--- src/rtl/gpu_instr_loader.sv ---
// Instruction loader: packs three BEAT_W beats (MSB first) into one instruction word
// and writes the words in order to a DEPTH-entry instruction file.
module gpu_instr_loader #(
  parameter int DEPTH  = 8,
  parameter int BEAT_W = 24
) (
  input  logic                  clk,
  input  logic                  rst,
  input  logic                  clear,
  input  logic                  in_valid,
  input  logic [BEAT_W-1:0]     in_data,
  input  logic                  in_last,
  output logic                  in_ready,
  output logic                  wr_en,
  output logic [2:0]            wr_addr,
  output logic [3*BEAT_W-1:0]   wr_data,
  output logic [3:0]            instr_count,
  output logic                  done,
  output logic                  err_short,
  output logic                  err_overflow,
  output logic                  err_opcode
);

  localparam int WORD_W = 3 * BEAT_W;

  typedef enum logic [1:0] {
    LOAD  = 2'd0,
    DONE  = 2'd1,
    ERROR = 2'd2
  } state_t;

  state_t              state;
  state_t              next_state;
  logic [1:0]          beat_cnt;
  logic [2*BEAT_W-1:0] partial;
  logic                ready_q;
  logic                accept;
  logic                last_beat;
  logic                word_done;
  logic                last_word;
  logic                opcode_bad;
  logic [WORD_W-1:0]   word;

  // ready_q holds in_ready low until the first clock edge after reset is released
  assign in_ready   = (state == LOAD) && ready_q && !clear;
  assign accept     = in_valid && in_ready;
  assign last_beat  = (beat_cnt == 2'd2);
  assign word_done  = accept && last_beat;
  assign last_word  = (instr_count == 4'(DEPTH - 1));
  assign word       = {partial, in_data};
  assign opcode_bad = (word[WORD_W-1 -: 6] > 6'd27);
  assign done       = (state == DONE);

  always_ff @(posedge clk or posedge rst) begin
    if (rst) begin
      state <= LOAD;
    end else begin
      state <= next_state;
    end
  end

  always_comb begin
    next_state = state;
    if (clear) begin
      next_state = LOAD;
    end else if (state == LOAD && accept && in_last) begin
      next_state = last_beat ? DONE : ERROR;
    end else if (word_done && last_word) begin
      next_state = ERROR;
    end
  end

  // A beat with in_last before beat2 drops the partial word; beat2 always writes
  always_ff @(posedge clk or posedge rst) begin
    if (rst) begin
      ready_q      <= 1'b0;
      beat_cnt     <= 2'd0;
      partial      <= '0;
      wr_en        <= 1'b0;
      wr_addr      <= 3'd0;
      wr_data      <= '0;
      instr_count  <= 4'd0;
      err_short    <= 1'b0;
      err_overflow <= 1'b0;
      err_opcode   <= 1'b0;
    end else begin
      ready_q <= 1'b1;
      wr_en   <= 1'b0;
      if (clear) begin
        beat_cnt     <= 2'd0;
        partial      <= '0;
        instr_count  <= 4'd0;
        err_short    <= 1'b0;
        err_overflow <= 1'b0;
        err_opcode   <= 1'b0;
      end else if (accept) begin
        if (in_last && !last_beat) begin
          beat_cnt  <= 2'd0;
          err_short <= 1'b1;
        end else if (last_beat) begin
          beat_cnt    <= 2'd0;
          wr_en       <= 1'b1;
          wr_addr     <= instr_count[2:0];
          wr_data     <= word;
          instr_count <= instr_count + 4'd1;
          if (opcode_bad) begin
            err_opcode <= 1'b1;
          end
          if (!in_last && last_word) begin
            err_overflow <= 1'b1;
          end
        end else begin
          beat_cnt <= beat_cnt + 2'd1;
          partial  <= {partial[BEAT_W-1:0], in_data};
        end
      end
    end
  end

endmodule

--- config.mk ---
export PLATFORM = sky130hd
export DESIGN_NAME = gpu_instr_loader
export DESIGN_NICKNAME = d
export VERILOG_FILES = /design/src/rtl/gpu_instr_loader.sv
export SDC_FILE = /design/constraint.sdc
export NUM_CORES = 1
export LEC_CHECK = 0
export ABC_AREA = 1
export CELL_PAD_IN_SITES_DETAIL_PLACEMENT = 1
export CELL_PAD_IN_SITES_GLOBAL_PLACEMENT = 2
export CORE_UTILIZATION = 30
export DETAILED_ROUTE_END_ITERATION = 6
export PLACE_DENSITY_LB_ADDON = 0.1
export SLEW_MARGIN = 20
export SYNTH_ARGS = -nofsm -noshare
export SYNTH_HDL_FRONTEND = slang
export SYNTH_SLANG_ARGS = --single-unit
--- constraint.sdc ---
create_clock -name clk -period 5.7 [get_ports clk]
set_clock_uncertainty 0.15 [all_clocks]
set_input_delay 1.425 -clock clk [delete_from_list [all_inputs] [get_ports clk]]
set_output_delay 1.425 -clock clk [all_outputs]
set_load 0.005 [all_outputs]
Word level (Yosys, flattened, before mapping)

Index checks and enable logic that the tools add are counted.

Bitwise gates (word level): 2
Add/sub/neg operators: 2
Reduce and logical (&&, ||, !) cells: 25
Equality and inequality tests: 5
Order comparisons: 1
Muxes and demuxes: 33

Operator list:

| cell                                                 | count |
|---|---|
| 2-to-1 mux 48 bit                                    | 4 |
| 2-to-1 mux 1 bit                                     | 17 |
| 2-to-1 mux 2 bit                                     | 8 |
| 2-to-1 mux 4 bit                                     | 4 |
| AND reduction 4 bit                                  | 3 |
| nonzero test 2 bit                                   | 5 |
| logical AND 1 bit                                    | 9 |
| > comparator 6 x 5 -> 1 bit (second input constant)  | 1 |
| AND reduction 3 bit                                  | 2 |
| adder 4 x 1 -> 4 bit (second input constant)         | 1 |
| equality test 4 x 3 -> 1 bit (second input constant) | 1 |
| inequality test 2 bit (second input constant)        | 2 |
| zero test 1 bit                                      | 3 |
| nonzero test 3 bit                                   | 1 |
| adder 2 x 1 -> 2 bit (second input constant)         | 1 |
| equality test 2 x 1 -> 1 bit (second input constant) | 1 |
| equality test 2 bit (second input constant)          | 1 |
| zero test 2 bit                                      | 1 |
| NOT 1 bit                                            | 2 |
| AND reduction 2 bit                                  | 1 |

Input bits: 29
Output and inout port bits: 85
Bits in registers: 136

Longest topological paths before layout

Gate-level depths: netlist (run 1).

Depth after elaboration: 9
Depth in mapped cells: 10

Worst setup path before layout (run 1)

Ideal clock, no wire load.

Path type: input to output
Start point: input clear
End point: output in_ready
Data arrival time: 1.716 ns
Stages on the path: 3
Path slack: 2.409 ns
Cells stage by stage: inv_2 nand2_2 nor2_4

Word-level cells in the longest chain between the ends: 2

RTL lines:

| item              | line | RTL |
|---|---|---|
| from (decl)       | 9    | `input logic clear,` |
| zero test 1 bit   | 45   | `assign in_ready = (state == LOAD) && ready_q && !clear;` |
| logical AND 1 bit | 45   |  |
| to (decl)         | 13   | `output logic in_ready,` |

No other way between the ends.

Worst setup path in the final report (run 1)

Ends and elaborated chain as after synthesis.

==> results of run 1 <==
==> metal layers <==
layer  GRT usage [%]  vias up
met4            5.68        0
met2            24.4       90
met1            23.7     2071
met5               0        -
met3            4.51       16
li1                -     2101
==> registers in the layout (all words and copies together), names as in the netlist <==
name and count:
wr_data 72, partial 48, instr_count 4, wr_addr 3
beat_cnt 2, state 2, err_opcode 1, err_overflow 1
err_short 1, ready_q 1, wr_en 1
==> cells by family (layout without fill, tap and decap cells) <==
| family | Yosys count | count (layout) | share of synthesized area (%) |
|---|---|---|---|
| AND/OR/NAND/NOR | 368 | 368 | 26.4 |
| XOR/XNOR | 2 | 2 | 0.326 |
| adder cells (fa/ha/maj) | 1 | 1 | 0.233 |
| AO/OA/AOI/OAI | 58 | 58 | 5.51 |
| buffers and inverters | 43 | 161 | 4.19 |
| other | 1 | 1 | 0.0697 |
| flip-flops | 136 | 136 | 63.3 |
==> worst paths after layout <==
path / startpoint / endpoint / depth (start not counted)
worst max-delay path: clear / in_ready / 5
worst min-delay path: partial[26] / wr_data[50] / 2
worst max register to register: beat_cnt[1] / wr_data[1] / 7
worst min register to register: partial[26] / wr_data[50] / 2
max in group asynchronous: rst / wr_data[34] / 3
min in group asynchronous: rst / wr_data[59] / 2
==> tightest hold or removal path, stage by stage, from the launching register on <==
cell and delay (ps):
dfrtp_1 340, nand2_1 60, nand2_1 50
==> cell usage in the layout (no fill, tap or decap), drive strengths merged <==
cell type / n
o31ai: 1
clkdlybuf4s50: 113
a31o: 1
dfrtp: 136
xor2: 2
bufinv: 2
inv: 10
nand3: 10
buf: 5
clkinvlp: 5
nor2: 8
o21ai: 56
clkinv: 6
nor3: 2
nand4: 2
conb: 1
ha: 1
clkbuf: 20
nand2: 346
==> power by group through the flow <==
stage               combinational, mW  clock (mW)  sequential (mW)
global route                    0.284        1.14             1.11
detailed placement              0.256           0             1.12
CTS                             0.257        1.10             1.10
floorplan                       0.116           0             1.10
finish                          0.249        1.08             1.10
global placement                0.248           0             1.11
==> per-stage QoR <==
stage / setup slack, ps / total power, mW / hold slack, ps
after floorplan: 486 / 1.22 / 292
after global placement: 1390 / 1.36 / 311
after detailed placement: 1350 / 1.37 / 309
after CTS: 1350 / 2.46 / 324
after global routing: 1310 / 2.54 / 343
final: 1360 / 2.42 / 320
==> area by class of cell <==
cell class | instances | area [um2] | area share [%]
inverters | 11 | 47.5 | 0.656
clock inverters | 12 | 126 | 1.74
multi-input cells | 430 | 1760 | 24.3
repair buffers | 118 | 1170 | 16.1
clock buffers | 20 | 457 | 6.30
flip-flops and latches | 136 | 3400 | 47.0
well taps | 225 | 282 | 3.88
==> run_results.csv, run 1 <==
group,metric,value,unit
yosys,syn_nets,639,
floorplanning,num_rows,48,
routing,wl_met2,6.20,mm
cts,cts_buffers,17,
cts,cts_root_buf,"clkbuf_16",
final_layout,post_layout_nonfiller_instances,952,
place,placedCellCount,920,
yosys,synth_edf_count,0,
pwr,switching_power,0.589,mW
timing,clock.fmax,0.230,GHz
cts,cts_resized,0,
routing,first_iter_violations,182,
cts,insertion_delay,420,ps
pwr,p_clk_share,44.4,%
pwr,p_int,1.84,mW
timing,period_share,76.2,%
grt,track_usage,16.7,%
setup_path,slowest_delay,520,ps
place,placed_cell_area,6660,um2
yosys,netlist_area,5380,um2
final_layout,layout.nets,744,
setup_path,cp_max_fo,5,
pwr,p_leak,3.55,nW
timing,setup-violations-final,0,
routing,wl_per_cell,14.9,um
floorplanning,pin_count,114,
grt,grt_pass1_vias,4588,
routing,drtAntennaViolNets,0,
grt,grt_max_degree,97,
yosys,async_flop_share,100,%
place,hpwl,9.15,mm
timing,rsz0062_at_grt,"no",
floorplanning,initial_core_util,30.9,%
min_path,hp-class,"flop to flop",
floorplanning,die-area,18500,um2
setup_path,crit_path_frequent_cell,"clkdlybuf4s50_1",
routing,drtPass1Iterations,4,
setup_path,cp.required,4120,ps
yosys,yosysSeqAreaShare,63.3,%
timing,hold_viol,0,
setup_path,cp.buffers_inverters,3,
cts,clock-sinks,136,
cts,post_cts_buffers,0,
yosys,synth_area_leaders,"dfrtp_1, nand2_1, o21ai_1, buf_6, o21ai_0",
final_layout,diodes,0,
setup_path,cp_slowest_cell,"clkdlybuf4s50_1",
timing,maxSlewViolCount,0,
timing,min_period,4340,ps
setup_path,crit_family,"buffers and inverters",
run_status,status,"finished, final reports clean",
yosys,synth_top_cells_by_count,"nand2_1, dfrtp_1, o21ai_1",
routing,vias,4278,
routing,routed.top_layer,"met4",
final_layout,syn_to_final_growth,34.7,%
routing,vias_per_cell,4.49,
floorplanning,fp.dieW,136,um
final_layout,finish.utilization,41.6,%
yosys,syn_inst,609,
grt,overflow,0,
final_layout,stdcell_area,7250,um2
routing,drc_errors,0,
routing,wl_met1,7.19,mm
pwr,comb_power_share,10.3,%
cts,cts_tree,"yes",
grt,grt_first_pass_wirelength,23.7,mm
yosys,yosysTopAreaCell,"dfrtp_1",
place,io_buffers,113,
cts,postCtsHoldBufs,0,
place,place_congestion,0.743,
yosys,synth_top_area_share,63.3,%
yosys,yosysWarnings,0,
cts,cts.clk_slew.worst_paths,60,ps
setup_path,worstPathCellList,"clkdlybuf4s50_1 -> inv_2 -> nand2_2 -> nor2_4 -> clkdlybuf4s50_1",
routing,wl_met3,637,um
floorplanning,core_area,17400,um2
yosys,avgSynthCellArea,8.83,um2
floorplanning,die_y,136,um
yosys,ys_types,22,
setup_path,regToRegSetupSlack,3320,ps
pwr,seqPwrFrac,45.3,%
routing,wl,14.2,mm
pwr,irDropWorstVdd,206,uV
pwr,swShare,24.3,%
run,drv_cap,0,
timing,timing.setup.tns,0,ps
yosys,yosysMostFrequentCell,"nand2_1",
setup_path,critPathKind,"input pin to output pin",
timing,worstMarginPinSlew,965,ps
cts,h-tree-depth,4,
yosys,ys_seq_elements,136,
setup_path,critPathArrivalTime,2770,ps
timing,maxSlewHeadroom,35.6,%
final_layout,fillCellCount,2016,
pwr,p_per_area,334,nW/um2
grt,antenna_found_initial,0,
setup_path,crit_path_start_kind,"input pin",
yosys,synth-main-ff-cell,"dfrtp_1",
cts,cts_buffer_depth,2,
final_layout,layout-drive-gt1-share,6.46,%
setup_path,setup.worst_path.end_class,"output pin",
Power figures use the tool's default switching activity.
==> run 2: changes to the inputs <==
==> constraint.sdc (replaced) <==
create_clock -name clk -period 4.2 [get_ports clk]
set_clock_uncertainty 0.15 [all_clocks]
set_input_delay 1.05 -clock clk [delete_from_list [all_inputs] [get_ports clk]]
set_output_delay 1.05 -clock clk [all_outputs]
set_load 0.005 [all_outputs]
==> run 2 against run 1 <==
  * Via count increased by 0.12%
  * Critical endpoint unchanged
  * Highest routed layer unchanged
  * Sequential share of layout area down 0.20 points
  * Largest cell class unchanged
  * Largest power group unchanged
  * Final cell count rose by 0.21%
==> run_results.csv, run 2 (synthesis gave the netlist of run 1 again) <==
group,metric,value,unit
setup_path,cp.required,3000,ps
cts,cts_buffer_depth,2,
timing,timing.setup.tns,0,ps
setup_path,setup.worst_path.end_class,"output pin",
cts,clock-sinks,136,
pwr,fin_total_pwr,3.27,mW
setup_path,critPathKind,"input pin to output pin",
final_layout,layout.nets,747,
routing,wl,14.4,mm
final_layout,syn_to_final_growth,35.3,%
final_layout,layout_common_cells,"nand2_1, dfrtp_1, clkdlybuf4s50_1, o21ai_1, clkbuf_16",
floorplanning,num_rows,48,
routing,drc_errors,0,
final_layout,regArea,3400,um2
pwr,p_leak,3.57,nW
floorplanning,core_area,17400,um2
timing,clock.fmax,0.275,GHz
grt,grt_pass1_vias,4465,
place,placed_cell_area,6710,um2
grt,antenna_found_initial,0,
final_layout,layout-drive-gt1-share,6.58,%
timing,min_period,3630,ps
setup_path,slowest_delay,520,ps
cts,cts_resized,0,
cts,cts_tree,"yes",
run,drv_cap,0,
setup_path,critPathArrivalTime,2430,ps
grt,overflow,0,
routing,drtAntennaViolNets,0,
routing,first_iter_violations,237,
timing,maxSlewViolCount,0,
routing,drtPass1Iterations,4,
final_layout,reg.largest.list,"wr_data: 72 flops, partial: 48 flops, instr_count: 4 flops",
place,place_congestion,0.779,
grt,track_usage,17.0,%
setup_path,crit_path_frequent_cell,"clkdlybuf4s50_1",
cts,cts.clk_slew.worst_paths,50,ps
final_layout,largest_reg_flops,72,
timing,maxSlewHeadroom,43.6,%
pwr,p_per_area,450,nW/um2
floorplanning,die_y,136,um
floorplanning,pin_count,114,
cts,cts_buffers,17,
routing,vias_per_cell,4.49,
pwr,irDropWorstVdd,307,uV
setup_path,crit_path_start_kind,"input pin",
run_status,status,"finished, final reports clean",
final_layout,stdcell_area,7280,um2
floorplanning,initial_core_util,30.9,%
min_path,hp-class,"flop to flop",
setup_path,worstPathCellList,"clkdlybuf4s50_1 -> inv_2 -> nand2_2 -> nor2_4 -> clkdlybuf4s50_1",
cts,cts_root_buf,"clkbuf_16",
cts,postCtsHoldBufs,0,
final_layout,multi_input_area,1760,um2
setup_path,cp_max_fo,5,
final_layout,regMostFlops,"wr_data",
floorplanning,fp.dieW,136,um
final_layout,fillCellCount,2056,
place,io_buffers,113,
cts,h-tree-depth,4,
timing,period_share,86.5,%
cts,insertion_delay,420,ps
cts,post_cts_buffers,0,
timing,setup-violations-final,0,
routing,wl_per_cell,15.1,um
routing,vias,4283,
floorplanning,die-area,18500,um2
timing,rsz0062_at_grt,"no",
final_layout,final_common_cell,"nand2_1",
setup_path,cp_slowest_cell,"clkdlybuf4s50_1",
final_layout,diodes,0,
grt,grt_max_degree,137,
timing,worstMarginPinSlew,846,ps
grt,grt_first_pass_wirelength,23.8,mm
place,hpwl,9.38,mm
timing,hold_viol,0,
run 2: cell types whose count changed in the layout (fill, tap and decap cells not counted), sizes merged:
cell      change
buf           +3
bufinv        -1
clkbuf        +4
clkinv        -3
clkinvlp      -1
run 2: layout make-up:
cell class	instances	share of cell area [%]
Inverter	11	0.619
Timing Repair Buffer	121	16.7
Clock buffer	24	6.89
Sequential cell	136	46.8
Clock inverter	7	0.928
Multi-Input combinational cell	430	24.2
Tap cell	225	3.87
run 2: final timing paths:
check                       startpoint           to  slack, ps  depth (start not counted)
min                        partial[26]  wr_data[50]        310                          2
max in group asynchronous          rst  partial[10]       2240                          3
max reg2reg                   state[1]   wr_data[9]       1910                          8
min in group asynchronous          rst     state[1]        960                          3
max                              clear     in_ready        570                          5
min reg2reg                partial[26]  wr_data[50]        310                          2
run 2: power by group:
part           total (mW)  internal (mW)  switching (mW)
logic               0.345          0.178           0.167
clock network        1.44          0.886           0.550
registers            1.49           1.42          0.0753
total                3.27           2.48           0.792
run 2: critical path: cells and delay by family:
family,cells,cell delay [ps]
AND/OR/NAND/NOR,2,240
buffers and inverters,3,1140
run 2: through the flow:
stage	utilization [%]	hold slack, ps	worst slack (ps)	instances
after floorplan	-	292	1310	609
after global placement	38.5	306	627	923
after detailed placement	38.5	307	563	923
after CTS	41.8	320	557	954
after global routing	41.8	346	507	954
final	41.8	315	569	954
run 2: per-layer routing:
layer	wire, um	up-vias	global-route usage, %
met5	0	-	0
met4	201	0	6.48
met3	582	17	4.74
met2	6290	82	24.5
met1	7330	2073	23.9
li1	-	2111	-
==> run 3: changes to the inputs <==
--- a/config.mk
+++ b/config.mk
@@ -10,7 +10,7 @@
 export CELL_PAD_IN_SITES_GLOBAL_PLACEMENT = 2
 export CORE_UTILIZATION = 30
 export DETAILED_ROUTE_END_ITERATION = 6
-export PLACE_DENSITY_LB_ADDON = 0.1
+export PLACE_DENSITY = 0.78
 export SLEW_MARGIN = 20
 export SYNTH_ARGS = -nofsm -noshare
 export SYNTH_HDL_FRONTEND = slang
==> run 3 against run 2 <==
  * Sequential share of layout area grew 0.32 points
  * Sequential power is essentially flat
  * Register-to-register slack gained 120 ps
  * Global-route usage grew 0.069 points
  * Non-clock buffer count shrank 1
  * Die area is the same
  * Clock-buffer cell count grew 1
  * Via count shrank 0.40%
  * Critical path depth is the same
  * Flip-flop and latch count is the same
  * First-iteration DRC count grew 30%
  * Critical path type unchanged
==> run_results.csv, run 3 (synthesis gave the netlist of run 1 again) <==
group,metric,value,unit
timing,clock.fmax,0.278,GHz
floorplanning,initial_core_util,30.9,%
cts,h-tree-depth,4,
grt,overflow,0,
timing,maxSlewHeadroom,44.3,%
setup_path,setup.worst_path.end_class,"output pin",
final_layout,largest_reg_flops,72,
final_layout,regArea,3400,um2
run,drv_cap,0,
floorplanning,fp.dieW,136,um
grt,track_usage,17.0,%
pwr,p_leak,3.56,nW
final_layout,regMostFlops,"wr_data",
routing,vias,4266,
pwr,p_per_area,438,nW/um2
timing,period_share,85.8,%
place,io_buffers,113,
grt,grt_pass1_vias,4582,
run_status,status,"finished, final reports clean",
timing,timing.setup.tns,0,ps
cts,clock-sinks,136,
grt,grt_max_degree,137,
final_layout,layout_common_cells,"nand2_1, dfrtp_1, clkdlybuf4s50_1, o21ai_1, clkbuf_16",
setup_path,crit_path_start_kind,"input pin",
routing,wl_per_cell,15.2,um
place,hpwl,9.51,mm
cts,postCtsHoldBufs,0,
routing,first_iter_violations,307,
place,place_congestion,0.793,
routing,vias_per_cell,4.49,
timing,hold_viol,0,
timing,rsz0062_at_grt,"no",
final_layout,final_common_cell,"nand2_1",
cts,cts_root_buf,"clkbuf_16",
cts,cts_buffers,17,
final_layout,layout-drive-gt1-share,5.92,%
cts,cts_tree,"yes",
timing,worstMarginPinSlew,835,ps
timing,setup-violations-final,0,
final_layout,finish.utilization,41.5,%
final_layout,syn_to_final_growth,34.4,%
routing,drc_errors,0,
setup_path,cp.required,3000,ps
final_layout,reg.largest.list,"wr_data: 72 flops, partial: 48 flops, instr_count: 4 flops",
final_layout,layout.nets,746,
setup_path,cp_max_fo,5,
floorplanning,die_y,136,um
cts,cts_buffer_depth,2,
cts,cts_resized,0,
routing,drtPass1Iterations,4,
cts,post_cts_buffers,0,
routing,wl,14.5,mm
setup_path,critPathArrivalTime,2400,ps
timing,maxSlewViolCount,0,
floorplanning,num_rows,48,
final_layout,diodes,0,
setup_path,critPathKind,"input pin to output pin",
min_path,hp-class,"flop to flop",
timing,min_period,3600,ps
grt,grt_first_pass_wirelength,24.2,mm
final_layout,fillCellCount,2025,
floorplanning,core_area,17400,um2
pwr,irDropWorstVdd,276,uV
routing,drtAntennaViolNets,0,
final_layout,multi_input_area,1760,um2
floorplanning,die-area,18500,um2
floorplanning,pin_count,114,
cts,cts.clk_slew.worst_paths,50,ps
cts,insertion_delay,410,ps
grt,antenna_found_initial,0,
==> run 3: cell types whose count changed in the layout (fill, tap and decap cells not counted) <==
cell,change
clkbuf_8,-1
clkinvlp_4,-3
bufinv_16,-1
clkinv_2,+1
buf_4,-2
clkbuf_1,+2
buf_12,+1
==> run 3: per-layer routing <==
layer / global-route usage [%] / up-vias / wire length, um
met4: 6.67 / 0 / 187
met3: 3.77 / 17 / 607
met1: 23.3 / 2059 / 7120
li1: - / 2107 / -
met5: 0 / - / 0
met2: 26.2 / 83 / 6550
==> run 3: area by class of cell <==
type / count / share of cell area (%)
Clock buffer: 25 / 6.85
Clock inverter: 4 / 0.277
Inverter: 11 / 0.623
Multi-Input combinational cell: 430 / 24.4
Sequential cell: 136 / 47.1
Tap cell: 225 / 3.89
Timing Repair Buffer: 120 / 16.9
==> run 3: critical path, stage by stage <==
cell and delay, ps:
clkdlybuf4s50_1 510, inv_2 100, nand2_2 60, nor2_4 160, clkdlybuf4s50_1 520
==> run 3: worst paths after layout <==
path / start / to / slack [ps] / depth (start not counted)
min in group asynchronous: rst / wr_addr[2] / 1000 / 3
max: clear / in_ready / 600 / 5
max in group asynchronous: rst / partial[13] / 2240 / 3
min: partial[38] / wr_data[62] / 320 / 2
min reg2reg: partial[38] / wr_data[62] / 320 / 2
max reg2reg: beat_cnt[1] / instr_count[1] / 2030 / 6
==> run 3: through the flow <==
stage               cell area, um2  hold WS (ps)  power (mW)  cells  worst slack [ps]
finish                        7230           320        3.17    951               598
global route                  7230           349        3.31    951               523
CTS                           7230           325        3.21    951               585
detailed placement            6720           311        1.87    922               589
global placement              6720           311        1.85    922               638
floorplan                     5380           292        1.66    609              1310
==> run 3: power breakdown <==
group	total (mW)	internal, mW	leakage (nW)	switching (mW)
combinational	0.345	0.178	1.45	0.167
sequential	1.50	1.42	1.85	0.0768
clock	1.33	0.802	0.259	0.525
